<file path="src/rtl/txs_write_arbiter_pkg.sv">
// Shared constants and types for the txs burst-write arbitration path.
// Imported by the arbiter top and reusable by other txs-side arbiters.
package ovc_txs_pkg;

    localparam int TXS_NREQ      = 3;
    localparam int TXS_AW        = 22;
    localparam int TXS_DW        = 128;
    localparam int TXS_BCW       = 6;
    localparam int TXS_MAX_BURST = 32;

    localparam int CAM0 = 0;
    localparam int CAM1 = 1;
    localparam int IMU  = 2;

    typedef enum logic [1:0] {
        IDLE  = 2'd0,
        GRANT = 2'd1,
        BURST = 2'd2
    } arb_state_e;

endpackage

</file>
<file path="src/rtl/txs_write_arbiter_rr_pick.sv">
// Combinational round-robin picker: the first requester after 'last'
// (wrapping modulo N) wins.
module rr_pick #(
    parameter int N  = 3,
    parameter int IW = 2
) (
    input  logic [N-1:0]  req,
    input  logic [IW-1:0] last,
    output logic          valid,
    output logic [IW-1:0] idx
);

    int j;

    always_comb begin
        valid = 1'b0;
        idx   = '0;
        j     = 0;
        for (int k = 1; k <= N; k++) begin
            j = (int'(last) + k) % N;
            if (!valid && req[IW'(j)]) begin
                valid = 1'b1;
                idx   = IW'(j);
            end
        end
    end

endmodule

</file>
<file path="src/rtl/txs_write_arbiter.sv">
// Round-robin owner of the PCIe txs Avalon-MM burst-write port. Each burst
// is granted whole; illegal lengths are rejected without touching txs.
module txs_write_arbiter
    import ovc_txs_pkg::*;
#(
    parameter int NREQ      = TXS_NREQ,
    parameter int AW        = TXS_AW,
    parameter int DW        = TXS_DW,
    parameter int BCW       = TXS_BCW,
    parameter int MAX_BURST = TXS_MAX_BURST
) (
    input  logic                c,
    input  logic                npor,
    input  logic [NREQ-1:0]     req,
    input  logic [NREQ*AW-1:0]  req_addr,
    input  logic [NREQ*BCW-1:0] req_len,
    input  logic [NREQ*DW-1:0]  req_data,
    output logic [NREQ-1:0]     gnt,
    output logic [NREQ-1:0]     beat_ack,
    output logic [NREQ-1:0]     done,
    output logic [NREQ-1:0]     rej,
    output logic                busy,
    output logic [AW-1:0]       txs_address,
    output logic [BCW-1:0]      txs_burstcount,
    output logic                txs_write,
    output logic [DW-1:0]       txs_writedata,
    input  logic                txs_waitrequest
);

    localparam int IW = (NREQ > 1) ? $clog2(NREQ) : 1;

    arb_state_e       state_q, state_d;
    logic [IW-1:0]    last_q, last_d;
    logic [IW-1:0]    idx_q, idx_d;
    logic [BCW-1:0]   cnt_q, cnt_d;
    logic [NREQ-1:0]  gnt_q, gnt_d;
    logic             write_q, write_d;
    logic             busy_q, busy_d;
    logic [AW-1:0]    addr_q, addr_d;
    logic [BCW-1:0]   bcnt_q, bcnt_d;

    logic             pick_valid;
    logic [IW-1:0]    pick_idx;
    logic [BCW-1:0]   pick_len;
    logic [BCW-1:0]   own_len;
    logic             accept;
    logic             last_beat;
    logic [NREQ-1:0]  rej_c;

    function automatic logic len_ok(input logic [BCW-1:0] len);
        return (len != '0) && (int'(len) <= MAX_BURST);
    endfunction

    rr_pick #(
        .N  (NREQ),
        .IW (IW)
    ) u_rr_pick (
        .req   (req),
        .last  (last_q),
        .valid (pick_valid),
        .idx   (pick_idx)
    );

    assign pick_len  = req_len[pick_idx*BCW +: BCW];
    assign own_len   = req_len[idx_q*BCW +: BCW];
    assign accept    = write_q & ~txs_waitrequest;
    assign last_beat = accept && (cnt_q == BCW'(1));

    always_comb begin
        state_d = state_q;
        last_d  = last_q;
        idx_d   = idx_q;
        cnt_d   = cnt_q;
        gnt_d   = gnt_q;
        write_d = write_q;
        busy_d  = busy_q;
        addr_d  = addr_q;
        bcnt_d  = bcnt_q;
        rej_c   = '0;

        case (state_q)
            IDLE: begin
                if (pick_valid) begin
                    if (!len_ok(pick_len)) begin
                        rej_c[pick_idx] = 1'b1;
                        last_d          = pick_idx;
                    end else begin
                        idx_d   = pick_idx;
                        busy_d  = 1'b1;
                        state_d = GRANT;
                    end
                end
            end
            GRANT: begin
                // Address is forced to a 16-byte (one beat) boundary.
                gnt_d   = NREQ'(1) << idx_q;
                addr_d  = req_addr[idx_q*AW +: AW] & ~AW'(4'hF);
                bcnt_d  = own_len;
                cnt_d   = own_len;
                write_d = 1'b1;
                state_d = BURST;
            end
            BURST: begin
                if (accept) begin
                    cnt_d = cnt_q - BCW'(1);
                    if (last_beat) begin
                        write_d = 1'b0;
                        gnt_d   = '0;
                        busy_d  = 1'b0;
                        last_d  = idx_q;
                        state_d = IDLE;
                    end
                end
            end
            default: state_d = IDLE;
        endcase
    end

    always_ff @(posedge c or negedge npor) begin
        if (!npor) begin
            state_q <= IDLE;
            last_q  <= IW'(NREQ - 1);
            idx_q   <= '0;
            cnt_q   <= '0;
            gnt_q   <= '0;
            write_q <= 1'b0;
            busy_q  <= 1'b0;
            addr_q  <= '0;
            bcnt_q  <= '0;
        end else begin
            state_q <= state_d;
            last_q  <= last_d;
            idx_q   <= idx_d;
            cnt_q   <= cnt_d;
            gnt_q   <= gnt_d;
            write_q <= write_d;
            busy_q  <= busy_d;
            addr_q  <= addr_d;
            bcnt_q  <= bcnt_d;
        end
    end

    // Pulses are derived from the registered grant so they clear with reset.
    assign beat_ack       = gnt_q & {NREQ{accept}};
    assign done           = gnt_q & {NREQ{last_beat}};
    assign rej            = rej_c & {NREQ{npor}};
    assign gnt            = gnt_q;
    assign busy           = busy_q;
    assign txs_write      = write_q;
    assign txs_address    = addr_q;
    assign txs_burstcount = bcnt_q;
    assign txs_writedata  = req_data[idx_q*DW +: DW];

endmodule

</file>
<file path="config.mk">
export PLATFORM = sky130hd
export DESIGN_NAME = txs_write_arbiter
export DESIGN_NICKNAME = d
export VERILOG_FILES = /design/src/rtl/txs_write_arbiter_pkg.sv /design/src/rtl/txs_write_arbiter_rr_pick.sv /design/src/rtl/txs_write_arbiter.sv
export SDC_FILE = /design/constraint.sdc
export NUM_CORES = 1
export LEC_CHECK = 0
export ABC_AREA = 1
export BUFFER_PORTS_ARGS = -buffer_cell sky130_fd_sc_hd__buf_2
export CAP_MARGIN = 10
export CORE_AREA = 2 2 249 251
export CTS_CLUSTER_SIZE = 14
export DETAILED_ROUTE_END_ITERATION = 6
export DIE_AREA = 0 0 251 253
export PLACE_DENSITY = 0.4
export SYNTH_ARGS = -nofsm -noshare
export SYNTH_HDL_FRONTEND = slang
export SYNTH_SLANG_ARGS = --single-unit
</file>
<file path="constraint.sdc">
create_clock -name c -period 3.85 [get_ports c]
set_input_delay 0.5775 -clock c [delete_from_list [all_inputs] [get_ports c]]
set_output_delay 0.5775 -clock c [all_outputs]
set_load 0.01 [all_outputs]
</file>
==> results of run 1 <==
-- power by group through the flow --
stage / Clock (W) / Sequential, W / Combinational [W]
6_report: 0.000567 / 0.000754 / 0.00450
2_1_floorplan: 0 / 0.000810 / 0.00236
4_1_cts: 0.000592 / 0.000758 / 0.00461
3_5_place_dp: 0 / 0.000765 / 0.00460
5_1_grt: 0.000611 / 0.000785 / 0.00496
3_3_place_gp: 0 / 0.000761 / 0.00455
-- Yosys cell counts --
| master | count |
|---|---|
| nand2_2 | 8 |
| clkbuf_1 | 49 |
| a22oi_1 | 141 |
| inv_1 | 36 |
| or2_2 | 1 |
| o21a_1 | 1 |
| o21ai_2 | 1 |
| nand3_1 | 29 |
| a21oi_2 | 2 |
| o21ai_0 | 14 |
| ha_1 | 6 |
| nand4_1 | 3 |
| nand2_4 | 1 |
| xnor2_1 | 2 |
| a22o_1 | 1 |
| o21ai_1 | 1 |
| dfstp_2 | 1 |
| nor4_1 | 1 |
| dfrtp_1 | 40 |
| a31oi_1 | 19 |
| nor3_1 | 2 |
| a41oi_1 | 1 |
| a21oi_1 | 4 |
| buf_4 | 4 |
| inv_2 | 4 |
| or3_1 | 1 |
| nor2_1 | 46 |
| conb_1 | 1 |
| nor2_4 | 2 |
| clkinv_1 | 1 |
| o22ai_1 | 3 |
| clkinv_2 | 1 |
| nor2_2 | 2 |
| buf_1 | 6 |
| nand3_2 | 5 |
| o21bai_1 | 1 |
| o221ai_1 | 3 |
| nand3b_1 | 3 |
| nand2_1 | 336 |
-- metal layers --
layer,GRT usage,part of all wire
met1,0.134,0.40
met2,0.183,0.48
met3,0.0336,0.086
met4,0.0490,0.037
met5,0,0.00068
-- worst min path at each step --
| stage | start | cells after the start | end | slack (ns) |
|---|---|---|---|---|
| detailed placement | txs_burstcount[1] | 2 | txs_burstcount[1] | 0.47 |
| global route | npor | 1 | txs_address[14] | 0.23 |
| CTS | npor | 1 | txs_address[12] | 0.23 |
| global placement | txs_burstcount[1] | 2 | txs_burstcount[1] | 0.47 |
| floorplan | npor | 0 | busy | 0.28 |
| finish | npor | 1 | txs_address[14] | 0.22 |
-- cell families (layout without fill, tap and decap cells) --
kind of cell	Yosys count	count (layout)	share of synthesized area
buffers and inverters	101	685	0.0843
and+or+nand+nor	440	440	0.383
adders and majority gates	6	6	0.0160
AOI/OAI and AO/OA	192	192	0.293
other	1	7	0.000799
xor gates and xnor gates	2	2	0.00374
DFF	41	41	0.219
-- layout make-up --
| cell class | instances | area, um^2 | area share |
|---|---|---|---|
| tap | 790 | 988 | 0.110 |
| timing repair buffer | 635 | 3270 | 0.366 |
| clock buffer | 5 | 125 | 0.0140 |
| inverter | 42 | 159 | 0.0178 |
| sequential | 41 | 1030 | 0.115 |
| clock inverter | 3 | 68.8 | 0.00769 |
| multi-input combinational | 644 | 3300 | 0.369 |
| antenna | 3 | 7.51 | 0.000839 |
-- sequential cells by signal, summed over array words and instances, names as in the netlist --
name and cells:
busy 1, cnt_q 6, gnt 3, idx_q 2, last_q 2, state_q 2, txs_address 18, txs_burstcount 6
txs_write 1
-- metrics by stage --
step,util,cell area [um^2],total power [W]
2_1_floorplan,-,4700,0.00317
3_3_place_gp,0.143,8750,0.00531
3_5_place_dp,0.143,8750,0.00536
4_1_cts,0.147,8940,0.00595
5_1_grt,0.147,8950,0.00636
6_report,0.147,8950,0.00582
==> metrics.txt, run 1 <==
commonest non-fill, non-tap cell in the layout buf_2; R2R setup slack approximately 1.4 ns; end point of the critical path rej[2]; most frequent CP cell nand2_2; final worst slack 0.522 ns; clock share of power 0.097; vias in the first global route 7632; Worst Hold Slack 0.219 ns; GPL Wtd Cong ~0.9; global-route wire length before repair ~52 mm; placed instance count 2152; CP startpoint kind flip-flop; # IOs 644; DRC 0; #FFs+latches synth 41; Cell Int Power 0.00255 W; Worst path depth 16; worst stage delay on the critical path 0.40 ns; Root Driver clkbuf_16; DR vias/cell 3.63; min Tclk post-route 3.33 ns; Setup TNS 0 ns; cts bufs inserted 5; CP Data Arrival Time 2.75 ns; Rows 91; Die Area 0.0635 mm^2; Syn Area/Cell 5.99 um^2; final setup violating endpoints 0; Switching Share 0.562; routed wire length 38.2 mm; max_cap viols 0; Post-Synthesis Cell Area 0.00469 mm^2; Comb pwr share 0.773; pwr/cell area around 650 mW/mm^2; sequential fraction of the synthesis area 0.219; CP Capture Type output port; R2R Path End idx_q[0]; register share of total power 0.130; Worst Path Required 3.27 ns; H-tree depth 2; fraction of layout cells with a size suffix above 1 0.492; min-delay worst type in -> async; Die Span Y 253 um; Post-CTS Resized 0; post-synth top area cell nand2_1; NetSw 0.00327 W; DPL Wire Length 33.0 mm; global route overflow 0; Placeable Area around 0.061 mm^2; fmax approximately 300 MHz; status finished clean; GR Util All Layers 0.111; Antenna Nets Post-Route 0; VDD IR-drop max 0.298 mV; clock slew at reported path FFs 0.06 ns; I/O Buffers 627; critical path's top delay family simple AND/OR/NAND/NOR gates; clk_skew roughly 0.0046 ns; CP startpoint last_q[0]; Crit Reg-Reg Startpoint last_q[0]; largest net degree at the start of global routing 78; Iter 0 DRT Violations 476; Final nets 1849; initial antenna violation count 7; CTS tree done; CTS Buffer Depth 2; RSZ-0062 raised after global routing no; via count between 7000 and 8000; CP Max Fanout 7; synth unique cells 39; worst skew pair latency ~0.29 ns; cell count after synthesis 783; CP Cell Sequence inv_1, ha_1, inv_2, nand2_1, nand3_2, nand2_2, nand3_1, nand2_2, nor2_4, nand2_2, nor2_1, nor2_1, nand2_1, nand2_4, nor4_1, buf_2; most frequent cells in the layout buf_2 (627), nand2_1 (336), a22oi_1 (141); Worst Tran Pin Value 1.14 ns; Synth area leaders nand2_1 (27%), a22oi_1 (23%), dfrtp_1 (21%), clkbuf_1 (3.9%), nor2_1 (3.7%); initial core utilization 0.0769; Slew Viols, Final 0; Leak 4.81 nW; r2r worst-path depth 16; final worst-path cycle share 0.864; cts hold-fix bufs 0; First-pass DRT Iterations 5; cell at the slowest stage of the critical path dfrtp_1; Place WS just under 0.9 ns; WL/cell about 18 um; Area growth syn-to-layout 90.8%; die outline width 251 um; top-area cell type share of the netlist area 0.269; WS Path Type reg -> out; Fin. Hold Viols 0; Worst Path Buf+Inv 3; Layout Cells excl Fill roughly 2200; Fill cells between 7000 and 8000; worst rel slew slack 0.239; # clock sinks 41; synth warn 0; setup bufs post-CTS 0
Power figures use the tool's default switching activity.
==> inputs of run 2 (changes only) <==
- CORE_AREA: 2 2 249 251 -> 2 2 252 254
- DIE_AREA: 0 0 251 253 -> 0 0 254 256
- SETUP_SLACK_MARGIN: unset -> 0.4
- SYNTH_HIERARCHICAL: unset -> 1
==> metrics.txt, run 2 <==
routed wire length 42.4 mm; CTS Buffer Depth 2; final worst slack 0.570 ns; Post-Synthesis Cell Area 0.00492 mm^2; most numerous cell in the Yosys netlist nand2_1; cts bufs inserted 5; max_cap viols 0; status finished clean; Die Span Y 256 um; fraction of layout cells with a size suffix above 1 0.466; min Tclk post-route 3.28 ns; cell count after synthesis between 900 and 1000; commonest non-fill, non-tap cell in the layout buf_2; Main synth FF type dfrtp_1; global route overflow 0; Slew Viols, Final 0; vias in the first global route 8168; via count 8235; fmax 305 MHz; #FFs+latches synth 41; WL/cell 18.0 um; final setup violating endpoints 0; Final nets around 2000; DRC 0; VDD IR-drop max 0.499 mV; CP Max Fanout 8; synth unique cells 31; placed instance count 2334; Die Area 0.0650 mm^2; synth warn 6; Syn Area/Cell 5.45 um^2; top cells by count, synth nand2_1 (470), nand3_1 (157), nor2_1 (47); Rows 92; RSZ-0062 raised after global routing yes; initial core utilization 0.0789; Fin. Hold Viols 0; Iter 0 DRT Violations 435; r2r worst-path depth 18; GR Util All Layers 0.123; cts hold-fix bufs 0; I/O Buffers 627; worst skew pair latency 0.32 ns; Setup TNS 0 ns; CP startpoint kind flip-flop; DR vias/cell 3.50; worst rel slew slack 0.484; CP startpoint last_q[1]; H-tree depth 2; WS Path Type reg -> out; CP Data Arrival Time 2.70 ns; sequential fraction of the synthesis area 0.209; largest net degree at the start of global routing 116; clk_skew 0.0137 ns; Area growth syn-to-layout 87.2%; CP Capture Type output port; Root Driver clkbuf_16; First-pass DRT Iterations 6; most frequent cells in the layout buf_2 (627), nand2_1 (462), nand3_1 (155); DPL Wire Length 36.0 mm; clock slew at reported path FFs about 0.080 ns; number of enable flip-flop cells after synthesis 0; Fill cells 7505; CTS tree done; area post-placement 0.00892 mm^2; # IOs 644; Crit Reg-Reg Startpoint last_q[1]; design area 0.00921 mm^2; max reg flops 18; GPL Wtd Cong 0.806; Antenna Nets Post-Route 0; Placeable Area 0.0624 mm^2; Place WS 0.624 ns; global-route wire length before repair between 50 and 60 mm; die outline width approximately 250 um; min-delay worst type in -> async; Layout Cells excl Fill 2351; # clock sinks a little over 40; ys async rst share 1.00; Worst Path Required 3.27 ns; initial antenna violation count 27; post-synth top area cell nand2_1; Synth area leaders nand2_1 (36%), dfrtp_1 (20%), nand3_1 (16%), buf_4 (4.1%), nor2_1 (3.6%); Worst Tran Pin Value 0.775 ns; Leak 4.92 nW; pwr/cell area ~660 mW/mm^2; top-area cell type share of the netlist area 0.358; final worst-path cycle share 0.852
## run 2: critical path: stages, from the launching register on
cell     delay, ns
dfstp_2       0.59
ha_4          0.25
o21ai_2       0.19
nand2_4       0.08
nand3_2       0.07
nand2_2       0.05
inv_2         0.06
nand2_4       0.09
nor2_4        0.14
nand2_2       0.06
nor2_2        0.12
nor2_1        0.05
nand2_1       0.07
nand2_2       0.08
nand2_2       0.06
nand4_1       0.14
nor2_1        0.14
buf_2         0.14
## run 2: worst paths after layout
kind | to | slack (ns)
min in group c | busy | 0.48
max in group asynchronous | txs_address[16] | 2.98
min reg2reg | busy | 0.48
max | rej[1] | 0.57
max reg2reg | busy | 1.51
min | busy | 0.40
## run 2: report_power, final
part           internal [W]  switching, W
registers          0.000642      0.000145
clock network      0.000247      0.000238
logic               0.00165       0.00316
total               0.00254       0.00354
## run 2: through the flow
stage	util	total power (W)	hold slack, ns
6_report	0.148	0.00608	0.397
5_1_grt	0.148	0.00669	0.453
4_1_cts	0.145	0.00613	0.423
3_5_place_dp	0.143	0.00557	0.458
3_3_place_gp	0.143	0.00562	0.457
2_1_floorplan	-	0.00339	0.282
## run 2: repair_timing
| action | CTS | global route |
|---|---|---|
| endpoints found under the setup margin | 3 | 3 |
| buffers inserted | 0 | 3 |
| gates resized for setup | 7 | 30 |
| pin swaps | 1 | 12 |
## run 2: area by class of cell
class	instances	area, um^2	area share
repair buffers	643	3310	0.359
clock buffers	5	125	0.0136
clock inverters	3	25.0	0.00272
diodes	6	15.0	0.00163
inverters	36	143	0.0155
multi-input cells	771	3510	0.381
flip-flops and latches	41	1030	0.112
well taps	846	1060	0.115
## run 2: cells by family after synthesis
| family | Yosys count | share of synthesized area |
|---|---|---|
| DFF | 41 | 0.209 |
| and+or+nand+nor | 702 | 0.598 |
| buffers and inverters | 94 | 0.101 |
| AOI/OAI and AO/OA | 60 | 0.0798 |
| other | 1 | 0.000762 |
| xor gates and xnor gates | 1 | 0.00178 |
| adders and majority gates | 4 | 0.0102 |
## run 2: layer usage
layer | track usage | up-vias | routed length (um)
li1 | - | 4116 | -
met1 | 0.140 | 3660 | 16900
met2 | 0.205 | 349 | 19400
met3 | 0.0477 | 78 | 4040
met4 | 0.0507 | 32 | 1810
met5 | 0 | - | 201
==> inputs of run 3 (changes only) <==
- CORE_AREA: 2 2 252 254 -> 2 2 249 251
- DIE_AREA: 0 0 254 256 -> 0 0 251 253
- PLACE_DENSITY: 0.4 -> unset
- PLACE_DENSITY_LB_ADDON: unset -> 0.15
==> metrics.txt, run 3 (synthesis gave the netlist of run 2 again) <==
cts bufs inserted 5; largest net degree at the start of global routing 96; Antenna Nets Post-Route 0; CTS Buffer Depth 2; DPL Wire Length 37.1 mm; WS Path Type reg -> out; end point of the critical path rej[2]; First-pass DRT Iterations 6; I/O Buffers 627; RSZ-0062 raised after global routing yes; Root Driver clkbuf_16; Fin. Hold Viols 0; fraction of layout cells with a size suffix above 1 0.465; Slew Viols, Final 0; status finished clean; R2R setup slack 1.50 ns; Placeable Area 0.0610 mm^2; fmax 301 MHz; Die Area approximately 0.064 mm^2; final setup violating endpoints 0; Worst Tran Pin Value between 0.7 and 0.8 ns; initial antenna violation count 12; GPL Wtd Cong 0.902; Die Span Y between 200 and 300 um; global route overflow 0; R2R Path End busy; CP Max Fanout 8; DRC 0; worst skew pair latency 0.30 ns; H-tree depth 2; Area growth syn-to-layout 86.0%; DR vias/cell 3.64; most frequent cells in the layout buf_2 (627), nand2_1 (462), nand3_1 (154); CP Capture Type output port; min Tclk post-route 3.32 ns; max_cap viols 0; CP startpoint kind flip-flop; CP startpoint last_q[1]; max reg flops 18; Setup TNS 0 ns; initial core utilization 0.0807; area post-placement between 0.008 and 0.009 mm^2; GR Util All Layers 0.127; r2r worst-path depth 20; Crit Reg-Reg Startpoint last_q[1]; VDD IR-drop max between 0.2 and 0.3 mV; via count 8366; clock slew at reported path FFs 0.07 ns; WL/cell 19.0 um; min-delay worst type in -> async; Rows between 90 and 100; global-route wire length before repair approximately 58 mm; pwr/cell area 671 mW/mm^2; # clock sinks a little over 40; clk_skew 0.0101 ns; CTS tree done; worst rel slew slack 0.486; Final Util 0.150; Leak 4.94 nW; cts hold-fix bufs 0; commonest non-fill, non-tap cell in the layout buf_2; design area 0.00916 mm^2; CP Data Arrival Time 2.75 ns; Worst Path Required ~3.3 ns; routed wire length 43.6 mm; Worst Hold Slack 0.475 ns; die outline width approximately 250 um; post-layout power 0.00614 W; # IOs 644; final worst-path cycle share 0.864; vias in the first global route 8075; Final nets 1979; Iter 0 DRT Violations 519
run 3: changes by cell type in the layout (fill, tap and decap cells not counted), sizes merged:
cell,change
clkinv,+2
clkbuf,+1
buf,+3
diode,-2
clkinvlp,-1
inv,-2
run 3: how the worst min path moves through the flow:
stage | from | endpoint | slack (ns) | cells after the start
global route | busy | busy | 0.51 | 2
CTS | last_q[1] | last_q[1] | 0.50 | 2
global placement | txs_burstcount[0] | txs_burstcount[0] | 0.47 | 2
floorplan | npor | busy | 0.28 | 0
finish | npor | txs_address[17] | 0.47 | 2
detailed placement | last_q[1] | last_q[1] | 0.47 | 2
run 3: metrics by stage:
step,setup slack (ns),std cells
2_1_floorplan,1.06,906
3_3_place_gp,0.578,2275
3_5_place_dp,0.594,2275
4_1_cts,0.411,2283
5_1_grt,0.324,2295
6_report,0.525,2296
run 3: power breakdown:
| group | total [W] | switching [W] | internal [W] |
|---|---|---|---|
| combinational | 0.00492 | 0.00324 | 0.00168 |
| sequential | 0.000786 | 0.000144 | 0.000642 |
| clock | 0.000435 | 0.000196 | 0.000239 |
run 3: layout make-up:
cell class / instances / area (um^2)
Fill cell: 7307 / 51900
Multi-Input combinational cell: 771 / 3510
Timing Repair Buffer: 646 / 3340
Sequential cell: 41 / 1030
Tap cell: 790 / 988
Inverter: 36 / 143
Clock buffer: 6 / 129
Clock inverter: 2 / 10.0
Antenna cell: 4 / 10.0
run 3: per-layer routing:
| metal | track usage | wire [um] |
|---|---|---|
| met5 | 0 | 92 |
| met4 | 0.0281 | 673 |
| met3 | 0.0337 | 3320 |
| met2 | 0.234 | 22900 |
| met1 | 0.145 | 16600 |
run 3: worst max-delay path, cell delays in order (launching register included):
cell	delay, ns
dfstp_2	0.58
ha_4	0.25
inv_4	0.08
o21ai_1	0.06
nor2_1	0.13
nand3_2	0.08
nand2_2	0.08
inv_2	0.04
nand2_4	0.10
inv_4	0.04
nor2_1	0.07
nand3_1	0.10
inv_1	0.09
nor2_2	0.04
nand2_1	0.07
nand2_2	0.08
nand2_2	0.08
nand4_1	0.16
nor2_1	0.17
buf_2	0.15
run 3: timing repair:
action | CTS | global route
buffers inserted | 0 | 9
setup endpoints to repair | 3 | 3
cloned | 0 | 0
endpoints found under the hold margin | 0 | 0
pin swaps | 2 | 15
gates resized for setup | 9 | 25
